==> src/rtl/uart_tx_arbiter.sv <==
`default_nettype none
// ============================================================================
// Module      : uart_tx_arbiter
// Description : Round-robin arbiter sharing one UART transmitter among
//               NUM_REQ byte-stream requesters. A requester keeps the grant
//               for a burst ending on its last byte, when its valid drops,
//               or after MAX_BURST bytes. Each byte is passed through the
//               transmitter's busy handshake so requesters never see baud
//               timing.
// Ports       : clk, rst        - clock, asynchronous active-high reset
//               req_valid/data/last - per-requester byte stream (data packed
//                                 8 bits per requester)
//               req_ready       - one-hot single-cycle byte acceptance
//               grant, owner    - current owner (one-hot / index)
//               tx_data, tx_wr_en, tx_busy - transmitter write port
// Revision    : 1.0 - initial release
// ============================================================================
module uart_tx_arbiter #(
   parameter int NUM_REQ   = 4,
   parameter int MAX_BURST = 16,
   parameter int IDX_W     = $clog2(NUM_REQ)
) (
   input  logic                 clk,
   input  logic                 rst,
   input  logic [NUM_REQ-1:0]   req_valid,
   input  logic [8*NUM_REQ-1:0] req_data,
   input  logic [NUM_REQ-1:0]   req_last,
   output logic [NUM_REQ-1:0]   req_ready,
   output logic [NUM_REQ-1:0]   grant,
   output logic [IDX_W-1:0]     owner,
   output logic [7:0]           tx_data,
   output logic                 tx_wr_en,
   input  logic                 tx_busy
);

   localparam int               CNT_W       = $clog2(MAX_BURST + 1);
   localparam logic [CNT_W-1:0] C_MAX_BURST = CNT_W'(MAX_BURST);
   localparam logic [IDX_W:0]   C_NUM_REQ   = (IDX_W + 1)'(NUM_REQ);
   localparam logic [IDX_W-1:0] C_LAST_IDX  = IDX_W'(NUM_REQ - 1);

   typedef enum logic [1:0] {
      S_IDLE   = 2'd0,
      S_ACCEPT = 2'd1,
      S_ISSUE  = 2'd2,
      S_DRAIN  = 2'd3
   } state_t;

   state_t             state_q;
   logic [NUM_REQ-1:0] grant_q;
   logic [IDX_W-1:0]   owner_q;
   logic [IDX_W-1:0]   rr_ptr_q;
   logic [CNT_W-1:0]   cnt_q;
   logic               last_q;
   logic [7:0]         tx_data_q;
   logic               tx_wr_en_q;

   logic               win_found_d;
   logic [IDX_W-1:0]   win_idx_d;
   logic [NUM_REQ-1:0] win_onehot_d;
   logic [7:0]         sel_data_d;
   logic               sel_last_d;
   logic               sel_valid_d;
   logic [IDX_W-1:0]   rr_next_d;
   logic [CNT_W-1:0]   cnt_d;
   logic               burst_end_d;

   // Round-robin search: candidate index = rr_ptr + k folded back into
   // 0..NUM_REQ-1 with a single subtract (both terms are < NUM_REQ).
   always_comb begin : p_search
      logic [IDX_W:0] cand;
      win_found_d = 1'b0;
      win_idx_d   = '0;
      cand        = '0;
      for (int k = 0; k < NUM_REQ; k++) begin
         cand = {1'b0, rr_ptr_q} + (IDX_W + 1)'(k);
         if (cand >= C_NUM_REQ) begin
            cand = cand - C_NUM_REQ;
         end
         if (!win_found_d && req_valid[cand[IDX_W-1:0]]) begin
            win_found_d = 1'b1;
            win_idx_d   = cand[IDX_W-1:0];
         end
      end
   end

   always_comb begin : p_onehot
      win_onehot_d = '0;
      for (int i = 0; i < NUM_REQ; i++) begin
         win_onehot_d[i] = (win_idx_d == IDX_W'(i));
      end
   end

   // Owner's byte stream, selected with constant part-selects.
   always_comb begin : p_sel
      sel_data_d  = 8'h00;
      sel_last_d  = 1'b0;
      sel_valid_d = 1'b0;
      for (int i = 0; i < NUM_REQ; i++) begin
         if (owner_q == IDX_W'(i)) begin
            sel_data_d  = req_data[8*i +: 8];
            sel_last_d  = req_last[i];
            sel_valid_d = req_valid[i];
         end
      end
   end

   assign rr_next_d   = (owner_q == C_LAST_IDX) ? '0 : owner_q + 1'b1;
   // Saturating burst counter: it never wraps back below MAX_BURST.
   assign cnt_d       = (cnt_q == C_MAX_BURST) ? cnt_q : cnt_q + 1'b1;
   assign burst_end_d = last_q || (cnt_q == C_MAX_BURST);

   always_ff @(posedge clk or posedge rst) begin
      if (rst) begin
         state_q    <= S_IDLE;
         grant_q    <= '0;
         owner_q    <= '0;
         rr_ptr_q   <= '0;
         cnt_q      <= '0;
         last_q     <= 1'b0;
         tx_data_q  <= 8'h00;
         tx_wr_en_q <= 1'b0;
      end else begin
         case (state_q)
            S_IDLE: begin
               if (win_found_d) begin
                  owner_q <= win_idx_d;
                  grant_q <= win_onehot_d;
                  cnt_q   <= '0;
                  state_q <= S_ACCEPT;
               end
            end
            S_ACCEPT: begin
               if (!sel_valid_d) begin
                  // Requester withdrew: release without issuing a byte.
                  grant_q  <= '0;
                  rr_ptr_q <= rr_next_d;
                  state_q  <= S_IDLE;
               end else if (!tx_busy) begin
                  tx_data_q  <= sel_data_d;
                  last_q     <= sel_last_d;
                  cnt_q      <= cnt_d;
                  tx_wr_en_q <= 1'b1;
                  state_q    <= S_ISSUE;
               end
            end
            S_ISSUE: begin
               // Hold the strobe until the transmitter shows it took the byte.
               if (tx_busy) begin
                  tx_wr_en_q <= 1'b0;
                  state_q    <= S_DRAIN;
               end
            end
            S_DRAIN: begin
               if (!tx_busy) begin
                  if (burst_end_d) begin
                     grant_q  <= '0;
                     rr_ptr_q <= rr_next_d;
                     state_q  <= S_IDLE;
                  end else begin
                     state_q  <= S_ACCEPT;
                  end
               end
            end
            default: begin
               state_q <= S_IDLE;
            end
         endcase
      end
   end

   // Acceptance is only offered while the transmitter is free, so a byte is
   // never taken that cannot be issued right away.
   assign req_ready = ((state_q == S_ACCEPT) && sel_valid_d && !tx_busy) ? grant_q : '0;
   assign grant     = grant_q;
   assign owner     = owner_q;
   assign tx_data   = tx_data_q;
   assign tx_wr_en  = tx_wr_en_q;

endmodule
`default_nettype wire
==> config.mk <==
export PLATFORM = sky130hd
export DESIGN_NAME = uart_tx_arbiter
export DESIGN_NICKNAME = d
export VERILOG_FILES = /design/src/rtl/uart_tx_arbiter.sv
export SDC_FILE = /design/constraint.sdc
export NUM_CORES = 1
export LEC_CHECK = 0
export BUFFER_PORTS_ARGS = -buffer_cell sky130_fd_sc_hd__clkbuf_2
export CORE_ASPECT_RATIO = 0.5
export CORE_UTILIZATION = 44
export CTS_CLUSTER_SIZE = 10
export DETAILED_ROUTE_END_ITERATION = 12
export GPL_TIMING_DRIVEN = 0
export MAX_ROUTING_LAYER = met4
export PLACE_DENSITY = 0.76
export SLEW_MARGIN = 20
export SYNTH_ARGS = -nofsm -noshare
export SYNTH_HDL_FRONTEND = slang
export SYNTH_SLANG_ARGS = --single-unit
==> constraint.sdc <==
create_clock -name clk -period 2.2 [get_ports clk]
set_clock_uncertainty 0.05 [all_clocks]
set_input_delay 0.22 -clock clk [delete_from_list [all_inputs] [get_ports clk]]
set_output_delay 0.22 -clock clk [all_outputs]
set_load 0.01 [all_outputs]
==> summary.md, run 1 <==
| Metric | Value |
|---|---|
| Routed len/inst | 14.1 µm |
| Cell Area, Synth | 1650 µm² |
| Clk Latency, worst-skew pair | 0.27 ns |
| Worst slew margin | 36.0% |
| Final period utilization | 106% |
| # setup viols final | 8 |
| Most frequent cells in the layout | clkbuf_2, dfrtp_1, nand2_1 |
| CTS Sinks | 25 |
| Crit path largest cell delay | 0.41 ns |
| Synth top area cells | dfrtp_1, a221oi_1, mux2_2, ha_1, nor2b_1 |
| Die height | 45.2 µm |
| PwrDens | 1290 nW/µm² |
| Setup TNS | -0.773 ns |
| First-pass GRT wire length | 6.25 mm |
| Register area share after synthesis | 38.0% |
| Critical Path AT | 2.06 ns |
| Worst slack, placed | -0.259 ns |
| MaxCap Viol Count | 0 |
| Initial antenna violation count | 0 |
| Core area | 3510 µm² |
| Worst vdd ir | 0.000365 V |
| Die Wd | 88.5 µm |
| Required time of the critical path | 1.93 ns |
| Root Driver | clkbuf_8 |
| Pint | 1.68 mW |
| Mapped Avg Cell Area | 9.68 µm² |
| Fin cells | 298 |
| RSZ-0062 raised after global routing | yes |
| Input/output buffers | 61 |
| Fin. Hold Viols | 0 |
| Clock transition at the registers of the reported paths | 0.09 ns |
| Via count | 1,588 |
| Worst path most repeated cell | buf_6 |
| Clock buffer count from CTS | 3 |
| Kind of critical path | reg2out |
| Period minus WS final | 2.33 ns |
| Critical-path top delay cell | dfrtp_1 |
| Initial DRC count | 101 |
| GRT Util Overall | 21.7% |
| WHS | 0.0924 ns |
| Status | finished, violations left |
| Hold Buf Count CTS | 0 |
| Number of synthesized register bits | 25 |
| Most common cell after layout, fill and taps aside | clkbuf_2 |
| Nets@finish | 297 |
| Hold Crit Class | in2async |
| # rows | 15 |
| Final slew viol count | 0 |
| Vias in the first global route | 1,406 |
| IO Pins | 62 |
| Yosys top cell area share | 38.0% |
| Leak | 1.08 nW |
| Worst Max-Slew Pin Slew | 0.959 ns |
| Syn_nets | 219 |
| Crit path cell chain | buf_6 > ha_4 > nand3b_1 > a211o_1 > nor3_4 > buf_6 > and2_4 > buf_6 |
| Cell variety after synth | 45 |
| Largest net degree at the start of global routing | 26 |
| Area Growth Syn to Fin | 37.9% |
| Top cell type by total area after synthesis | dfrtp_1 |
| Htree depth | 1 |
| Setup ws final | -0.130 ns |
| Seq pwr share | 27.7% |
| Maximum clock rate | 429 MHz |
| Clock power share | 9.3% |
| Starting Density | 46.9% |
| ANT nets after route | 0 |
| CP Launch Type | register |
| Fillcell total | 280 |
| CTS max path bufs | 2 |
| DR DRC count | 0 |
| Vias per std cell | 5.33 |
| Combinational share of power | 63.0% |
| DP HPWL | 3.00 mm |
| Worst setup EP type | output port |
| Gr ovfl total | 0 |
| N_diodes | 0 |
| Psw | 1.25 mW |
| Synth warn | 0 |
| Fraction of layout cells with a size suffix above 1 | 42.5% |
| CP max FO | 5 |
| DRT Wirelength | 4.20 mm |
| Final RePlAce weighted congestion | 0.846 |
| Net Sw Frac | 42.6% |
| Cells after synthesis | 170 |
| Dpl cells | 282 |
| Pwr Total | 2.93 mW |
| FF-to-FF setup slack | -0.12 ns |
| CTS tree | done |
| Die area | 4000 µm² |
| Pre-antenna DRT Iters | 4 |
| Failing checks | setup timing |
-- metal layers --
metal	GRT usage, %	share of wire, %
met5	-	0
met4	4.52	0.26
met3	5.67	4.8
met2	37.1	47
met1	26.4	48
-- flip-flops by register name, summed over array words and instances, names as in the netlist, named ones only --
name and count:
last_q 1, tx_data 8, cnt_q 5, tx_wr_en 1
owner 2, grant 4, state_q 1, rr_ptr_q 2
-- path summary, 6_finish.rpt --
| kind | depth (start not counted) | endpoint | start |
|---|---|---|---|
| worst max register to register | 7 | rr_ptr_q[1] | owner[0] |
| max in group asynchronous | 2 | owner[1] | rst |
| worst min-delay path | 2 | tx_data[7] | rst |
| min in group clk | 3 | state_q[0] | tx_busy |
| worst max-delay path | 8 | req_ready[0] | owner[0] |
| worst min register to register | 1 | tx_data[2] | tx_data[2] |
-- cells by family after synthesis --
logic type               Yosys count  synth area share [%]
multiplexers                      12                  8.14
AND/OR/NAND/NOR                   60                  21.3
adder cells (fa/ha/maj)            6                  4.56
buffers and inverters             16                  4.11
AO/OA/AOI/OAI                     51                  23.9
flip-flops                        25                  38.0
-- layout make-up --
class | instances | area, µm² | area share (%)
buffer | 10 | 57.6 | 2.54
tap | 51 | 63.8 | 2.81
multi-input combinational | 129 | 1020 | 45.0
inverter | 6 | 22.5 | 0.993
timing repair buffer | 73 | 432 | 19.0
sequential | 25 | 627 | 27.6
clock buffer | 3 | 41.3 | 1.82
clock inverter | 1 | 5.00 | 0.221
-- timing repair --
item,CTS,global route
buffers inserted,11,2
resized for setup,16,20
endpoints found under the setup margin,17,17
pin swaps,5,5
gates cloned,0,0
-- synthesized netlist by cell type --
cell type	number
nor3b_1	2
nand3b_1	1
a22oi_1	1
clkbuf_1	5
nand4_1	2
and2_1	5
nand2b_1	8
inv_1	6
mux2i_1	1
nor4_1	1
o211ai_1	1
mux2_2	7
and3_1	1
nand2_1	12
a221oi_1	9
dfrtp_1	25
a32o_1	2
or3_1	2
clkbuf_2	2
nor4bb_1	1
and4_1	2
nor3_4	1
a211oi_2	1
o22ai_1	1
buf_2	1
ha_1	6
buf_4	1
a21boi_0	2
o22a_1	1
a21oi_1	3
nor2_1	6
o41ai_1	1
mux2_1	4
o31ai_1	10
buf_1	1
o311ai_0	1
o21bai_1	1
a21o_1	3
a211o_1	2
o2bb2ai_1	3
a211oi_1	4
o21ai_0	5
nor3_1	3
or4_1	1
nor2b_1	12
-- stage by stage --
stage          utilization (%)  cell area, µm²
2_1_floorplan                -            1650
3_3_place_gp              57.4            2010
3_5_place_dp              57.4            2010
4_1_cts                   62.7            2200
5_1_grt                   64.6            2270
6_report                  64.6            2270
-- critical path: cells and delay by family, from the launching register on --
kind	cells	cell delay, ns
AO/OA/AOI/OAI	1	0.32
adder cells (fa/ha/maj)	1	0.16
buffers and inverters	3	0.39
flip-flops	1	0.41
AND/OR/NAND/NOR	3	0.50
-- power by group through the flow --
stage | Clock [mW] | Sequential [mW] | Combinational [mW]
after floorplan | 0 | 0.843 | 1.07
after global placement | 0 | 0.803 | 1.52
after detailed placement | 0 | 0.808 | 1.55
after CTS | 0.280 | 0.798 | 1.76
after global routing | 0.297 | 0.833 | 2.02
final | 0.274 | 0.812 | 1.85
No activity file was read; power rests on OpenSTA's default activity.
==> run 2, diff against run 1 <==
--- a/config.mk
+++ b/config.mk
@@ -7,12 +7,12 @@
 export LEC_CHECK = 0
 export BUFFER_PORTS_ARGS = -buffer_cell sky130_fd_sc_hd__clkbuf_2
 export CORE_ASPECT_RATIO = 0.5
-export CORE_UTILIZATION = 44
+export CORE_UTILIZATION = 49
 export CTS_CLUSTER_SIZE = 10
 export DETAILED_ROUTE_END_ITERATION = 12
 export GPL_TIMING_DRIVEN = 0
 export MAX_ROUTING_LAYER = met4
-export PLACE_DENSITY = 0.76
+export PLACE_DENSITY = 0.8
 export SLEW_MARGIN = 20
 export SYNTH_ARGS = -nofsm -noshare
 export SYNTH_HDL_FRONTEND = slang
==> constraint.sdc (replaced) <==
create_clock -name clk -period 2.4 [get_ports clk]
set_clock_uncertainty 0.05 [all_clocks]
set_input_delay 0.24 -clock clk [delete_from_list [all_inputs] [get_ports clk]]
set_output_delay 0.24 -clock clk [all_outputs]
set_load 0.01 [all_outputs]
==> summary.md, run 2 (synthesis results as in run 1) <==
| Metric | Value |
|---|---|
| Starting Density | 53.1% (+6.2 points) |
| Initial antenna violation count | 0 (unchanged) |
| Worst slew margin | 36.1% (+0.12 points) |
| IO Pins | 62 (unchanged) |
| Pint | 1.51 mW (-10%) |
| Die area | 3610 µm² (-9.9%) |
| GRT Util Overall | 25.4% (+3.7 points) |
| Final period utilization | 101% |
| CP Launch Type | register |
| Psw | 1.18 mW (-5.6%) |
| CTS tree | done |
| Input/output buffers | 61 (unchanged) |
| Nets@finish | 295 (-0.67%) |
| # setup viols final | 4 (-4) |
| CTS max path bufs | 2 (unchanged) |
| Fillcell total | 239 (-15%) |
| Initial DRC count | 62 (-39%) |
| Die Wd | 84.0 µm (-5.1%) |
| Vias in the first global route | 1,532 (+9.0%) |
| Worst slack, placed | -0.101 ns (+0.157 ns) |
| # rows | 14 (-1) |
| Footprint of the multi-input gates | 1010 µm² (-1.2%) |
| Htree depth | 1 (unchanged) |
| Pwr Total | 2.69 mW (-8.2%) |
| Fraction of layout cells with a size suffix above 1 | 40.8% (-1.7 points) |
| Net Sw Frac | 43.8% (+1.2 points) |
| Most common cell after layout, fill and taps aside | clkbuf_2 |
| Pre-antenna DRT Iters | 9 (+5) |
| Setup TNS | -0.115 ns (+0.658 ns) |
| Crit path to | req_ready[2] |
| Setup ws final | -0.0310 ns (+0.0986 ns) |
| RR Endpoint | rr_ptr_q[0] |
| FF-to-FF Start | owner[0] |
| Max reg flops | 8 (unchanged) |
| MaxCap Viol Count | 0 (unchanged) |
| Clock power share | 9.9% (+0.6 points) |
| Leak | 1.05 nW (-2.2%) |
| Gr ovfl total | 0 (unchanged) |
| Routed len/inst | 15.8 µm (+13%) |
| Worst setup EP type | output port |
| Worst vdd ir | 0.000459 V (+26%) |
| Largest net degree at the start of global routing | 26 (unchanged) |
| Status | finished, violations left |
| Period minus WS final | 2.43 ns |
| DR DRC count | 14 (+14) |
| N_diodes | 0 (unchanged) |
| Die height | 43.0 µm (-5.0%) |
| Hold Buf Count CTS | 0 (unchanged) |
| FF-to-FF setup slack | 0.10 ns (+0.22 ns) |
| Via count | 1,651 (+4.0%) |
| Clock transition at the registers of the reported paths | 0.10 ns (about the same) |
| Root Driver | clkbuf_8 |
| Area Growth Syn to Fin | 34.6% |
| Kind of critical path | reg2out |
| First-pass GRT wire length | 6.92 mm (+11%) |
| Critical Path AT | 2.14 ns (+0.08 ns) |
| Failing checks | DRC, setup timing |
| Fin. Hold Viols | 0 (unchanged) |
| Final slew viol count | 0 (unchanged) |
| Seq pwr share | 27.9% (+0.2 points) |
| Combinational share of power | 62.2% (-0.8 points) |
| PwrDens | 1220 nW/µm² (-6.0%) |
| Worst Max-Slew Pin Slew | 0.957 ns (-0.00176 ns) |
| CTS Sinks | 25 (unchanged) |
| Hold Crit Class | in2async |
| RSZ-0062 raised after global routing | yes |
| CP max FO | 5 (unchanged) |
| Clk Latency, worst-skew pair | 0.28 ns (about the same) |
| Vias per std cell | 5.79 (+8.7%) |
| Clock buffer count from CTS | 3 (unchanged) |
| Flip-flop and latch area | 627 µm² (unchanged) |
| DP HPWL | 2.99 mm (-0.46%) |
| Most frequent cells in the layout | clkbuf_2, dfrtp_1, nor2b_1, nand2_1, o31ai_1 |
| Final RePlAce weighted congestion | 0.781 (-7.6%) |
| Core area | 3100 µm² (-12%) |
| R2R depth | 7 (unchanged) |
| Crit path from | owner[0] |
| ANT nets after route | 0 (unchanged) |
| Required time of the critical path | 2.11 ns (+0.18 ns) |
| Maximum clock rate | 411 MHz |
| DRT Wirelength | 4.52 mm (+7.7%) |
## run 2: cell types whose count changed in the layout (fill, tap and decap cells not counted), sizes merged
cell	change
clkinvlp	+1
clkbuf	+1
clkinv	-1
buf	-3
## run 2: routing by layer
layer	routed length (µm)	GRT usage (%)
met2	2140	43.4
met3	230	5.84
met4	51	5.86
met5	0	-
met1	2090	31.3
## run 2: final cells by class
type                       instances  share of cell area (%)
timing repair buffer              71                    18.2
tap                               40                    2.26
multi-input combinational        129                    45.5
clock buffer                       3                    1.86
sequential                        25                    28.3
clock inverter                     1                   0.339
inverter                           6                    1.02
buffer                            10                    2.54
## run 2: worst min path at each step
stage               startpoint                          to  slack [ns]  depth (start not counted)
floorplan                  rst  asynchronous set/reset pin        0.22                          1
global placement      cnt_q[4]                    cnt_q[4]        0.41                          1
CTS                        rst                  tx_data[5]        0.13                          2
global route               rst                  tx_data[5]        0.18                          2
detailed placement    cnt_q[4]                    cnt_q[4]        0.41                          1
finish                     rst                  tx_data[4]        0.09                          2
## run 2: per-stage QoR
stage | utilization [%] | std cells | hold slack, ns | cell area, µm²
after floorplan | - | 170 | 0.217 | 1650
after global placement | 64.5 | 271 | 0.410 | 2000
after detailed placement | 64.5 | 271 | 0.414 | 2000
after CTS | 68.5 | 282 | 0.131 | 2120
after global routing | 71.4 | 285 | 0.181 | 2210
final | 71.4 | 285 | 0.0915 | 2210
## run 2: power by group through the flow
| stage | clock (mW) | combinational [mW] | sequential [mW] |
|---|---|---|---|
| detailed placement | 0 | 1.43 | 0.741 |
| finish | 0.268 | 1.67 | 0.752 |
| floorplan | 0 | 0.978 | 0.773 |
| global route | 0.284 | 1.84 | 0.774 |
| global placement | 0 | 1.39 | 0.732 |
| CTS | 0.267 | 1.55 | 0.728 |
## run 2: what timing repair did
action / CTS / global route
buffers inserted: 7 / 3
setup endpoints to repair: 8 / 16
pin swaps: 2 / 5
gates resized for setup: 7 / 20
## run 2: critical path: stages (launching register included)
cell,delay [ns]
dfrtp_1,0.43
buf_6,0.14
ha_4,0.16
nand3b_1,0.19
a211o_1,0.35
nor3_4,0.21
buf_6,0.15
and2_1,0.11
buf_2,0.12
==> run 3, diff against run 2 <==
--- a/config.mk
+++ b/config.mk
@@ -13,6 +13,7 @@
 export GPL_TIMING_DRIVEN = 0
 export MAX_ROUTING_LAYER = met4
 export PLACE_DENSITY = 0.8
+export SETUP_SLACK_MARGIN = 0.3
 export SLEW_MARGIN = 20
 export SYNTH_ARGS = -nofsm -noshare
 export SYNTH_HDL_FRONTEND = slang
==> summary.md, run 3 (synthesis results as in run 1) <==
| Metric | Value |
|---|---|
| Period minus WS final | 2.35 ns (-0.0855 ns) |
| RSZ-0062 raised after global routing | yes |
| Worst setup EP type | output port |
| Maximum clock rate | 426 MHz (+3.6%) |
| Worst path most repeated cell | buf_6 |
| DP HPWL | 3.18 mm (+6.5%) |
| Clk Latency, worst-skew pair | 0.27 ns (about the same) |
| Nets@finish | 296 (+0.34%) |
| Root Driver | clkbuf_8 |
| Fin. Hold Viols | 0 (unchanged) |
| Area Growth Syn to Fin | 39.5% |
| Input/output buffers | 61 (unchanged) |
| Die Wd | 84.0 µm (unchanged) |
| CP max FO | 5 (unchanged) |
| Crit path to | req_ready[1] |
| R2R depth | 10 (+3) |
| GRT Util Overall | 25.7% (+0.27 points) |
| Hold Crit Class | in2async |
| Status | finished, violations left |
| # setup viols final | 0 (-4) |
| Crit path cell chain | inv_4 > ha_4 > buf_6 > nor3b_4 > a211o_1 > nor3_4 > buf_6 > and2_4 > buf_6 |
| First-pass GRT wire length | 6.94 mm (+0.30%) |
| Worst slew margin | 34.8% (-1.3 points) |
| DR top layer | met4 |
| Final RePlAce weighted congestion | 0.802 (+2.7%) |
| Leak | 1.10 nW (+4.2%) |
| Clock buffer count from CTS | 3 (unchanged) |
| Seq pwr share | 26.9% (-1.0 points) |
| Kind of critical path | reg2out |
| Gr ovfl total | 0 (unchanged) |
| ANT nets after route | 0 (unchanged) |
| Initial antenna violation count | 0 (unchanged) |
| M1 WL | 2.07 mm (-1.2%) |
| Failing checks | DRC |
| Fraction of layout cells with a size suffix above 1 | 46.3% (+5.5 points) |
| Routed len/inst | 15.8 µm (about the same) |
| PwrDens | 1230 nW/µm² (+0.82%) |
| Pwr Total | 2.81 mW (+4.5%) |
| CTS max path bufs | 2 (unchanged) |
| Setup TNS | 0 ns (+0.115 ns) |
| Net Sw Frac | 42.7% (-1.1 points) |
| Max reg flops | 8 (unchanged) |
| FF-to-FF Start | owner[0] |
| IO Pins | 62 (unchanged) |
| DRT Wirelength | 4.53 mm (+0.33%) |
| Required time of the critical path | 2.11 ns (about the same) |
| Met3 routed WL | 233 µm (+1.3%) |
| Most common cell after layout, fill and taps aside | clkbuf_2 |
| Largest net degree at the start of global routing | 26 (unchanged) |
| RR Endpoint | tx_data[0] |
| Combinational share of power | 64.0% (+1.8 points) |
| Most frequent cells in the layout | clkbuf_2, dfrtp_1, nor2b_1, nand2_1, o31ai_1 |
| Pint | 1.61 mW (+6.5%) |
| Worst Max-Slew Pin Slew | 0.977 ns (+0.0200 ns) |
| Fillcell total | 232 (-2.9%) |
| Crit. path cell count | 9 (+1) |
| FF-to-FF setup slack | 0.17 ns (+0.07 ns) |
| Clock power share | 9.1% (-0.8 points) |
| N_diodes | 0 (unchanged) |
| Critical-path top delay cell | dfrtp_2 |
| Die area | 3610 µm² (unchanged) |
| Critical Path AT | 2.06 ns (-0.08 ns) |
| Vias in the first global route | 1,485 (-3.1%) |
| # rows | 14 (unchanged) |
| Final period utilization | 97.7% (-3.6 points) |
| Crit path from | owner[0] |
| CTS Sinks | 25 (unchanged) |
| Final slew viol count | 0 (unchanged) |
| Die height | 43.0 µm (unchanged) |
| Vias per std cell | 5.70 (-1.6%) |
| DR DRC count | 14 (unchanged) |
| Cell Area, Placed | 2030 µm² (+1.3%) |
| Clock transition at the registers of the reported paths | 0.09 ns (about the same) |
| Via count | 1,630 (-1.3%) |
| Starting Density | 53.1% (unchanged) |
| CP Buf/Inv Count | 4 (+1) |
| Finished Cell Area | 2300 µm² (+3.7%) |
| Pre-antenna DRT Iters | 8 (-1) |
| Psw | 1.20 mW (+2.0%) |
| Cell family with most CP delay | simple AND/OR/NAND/NOR gates |
| CP Launch Type | register |
| Worst vdd ir | 0.000671 V (+46%) |
| WL met2 | 2.16 mm (+0.56%) |
| Initial DRC count | 79 (+27%) |
| Crit path largest cell delay | 0.44 ns (about the same) |
| MaxCap Viol Count | 0 (unchanged) |
| Htree depth | 1 (unchanged) |
| CTS tree | done |
| Core area | 3100 µm² (unchanged) |
[run 3: power groups by stage]
| stage | Combinational (mW) | Sequential, mW | Clock [mW] |
|---|---|---|---|
| final | 1.80 | 0.758 | 0.255 |
| after global routing | 1.94 | 0.780 | 0.284 |
| after CTS | 1.58 | 0.741 | 0.265 |
| after detailed placement | 1.47 | 0.750 | 0 |
| after floorplan | 1.00 | 0.781 | 0 |
| after global placement | 1.41 | 0.740 | 0 |
[run 3: worst min path at each step]
| stage | start | to | slack [ns] | cells past startpoint |
|---|---|---|---|---|
| 3_3_place_gp | cnt_q[4] | cnt_q[4] | 0.41 | 1 |
| 4_1_cts | rst | tx_data[7] | 0.14 | 2 |
| 6_report | rst | tx_data[4] | 0.11 | 2 |
| 5_1_grt | rst | tx_data[4] | 0.19 | 2 |
| 3_5_place_dp | tx_data[2] | tx_data[2] | 0.43 | 1 |
| 2_1_floorplan | rst | asynchronous set/reset pin | 0.22 | 1 |
[run 3: final cells by class]
class                      instances  area, µm²  share of cell area, %
clock inverter                     1       5.00                  0.218
multi-input combinational        129       1060                   46.4
timing repair buffer              72        420                   18.3
inverter                           6       25.0                   1.09
sequential                        25        628                   27.4
tap                               40       50.0                   2.18
buffer                            10       61.3                   2.67
clock buffer                       3       41.3                   1.80
[run 3: routing by layer]
| metal | track usage, % | up-vias |
|---|---|---|
| met5 | - | - |
| met4 | 7.93 | 0 |
| met3 | 5.64 | 10 |
| met2 | 42.1 | 58 |
| met1 | 32.4 | 771 |
| li1 | - | 791 |
[run 3: repair_timing]
action	in CTS	in global routing
gates resized for setup	7	35
cloned	0	0
pin swaps	4	3
hold buffers	0	0
buffers inserted	8	3
endpoints found under the setup margin	16	25
[run 3: per-stage QoR]
stage	instances	hold WS (ns)	util, %	setup slack (ns)
after floorplan	170	0.217	-	0.312
after global placement	271	0.411	65.3	0.140
after detailed placement	271	0.432	65.3	0.0551
after CTS	283	0.145	69.4	0.0184
after global routing	286	0.189	74.1	-0.0272
final	286	0.110	74.1	0.0545
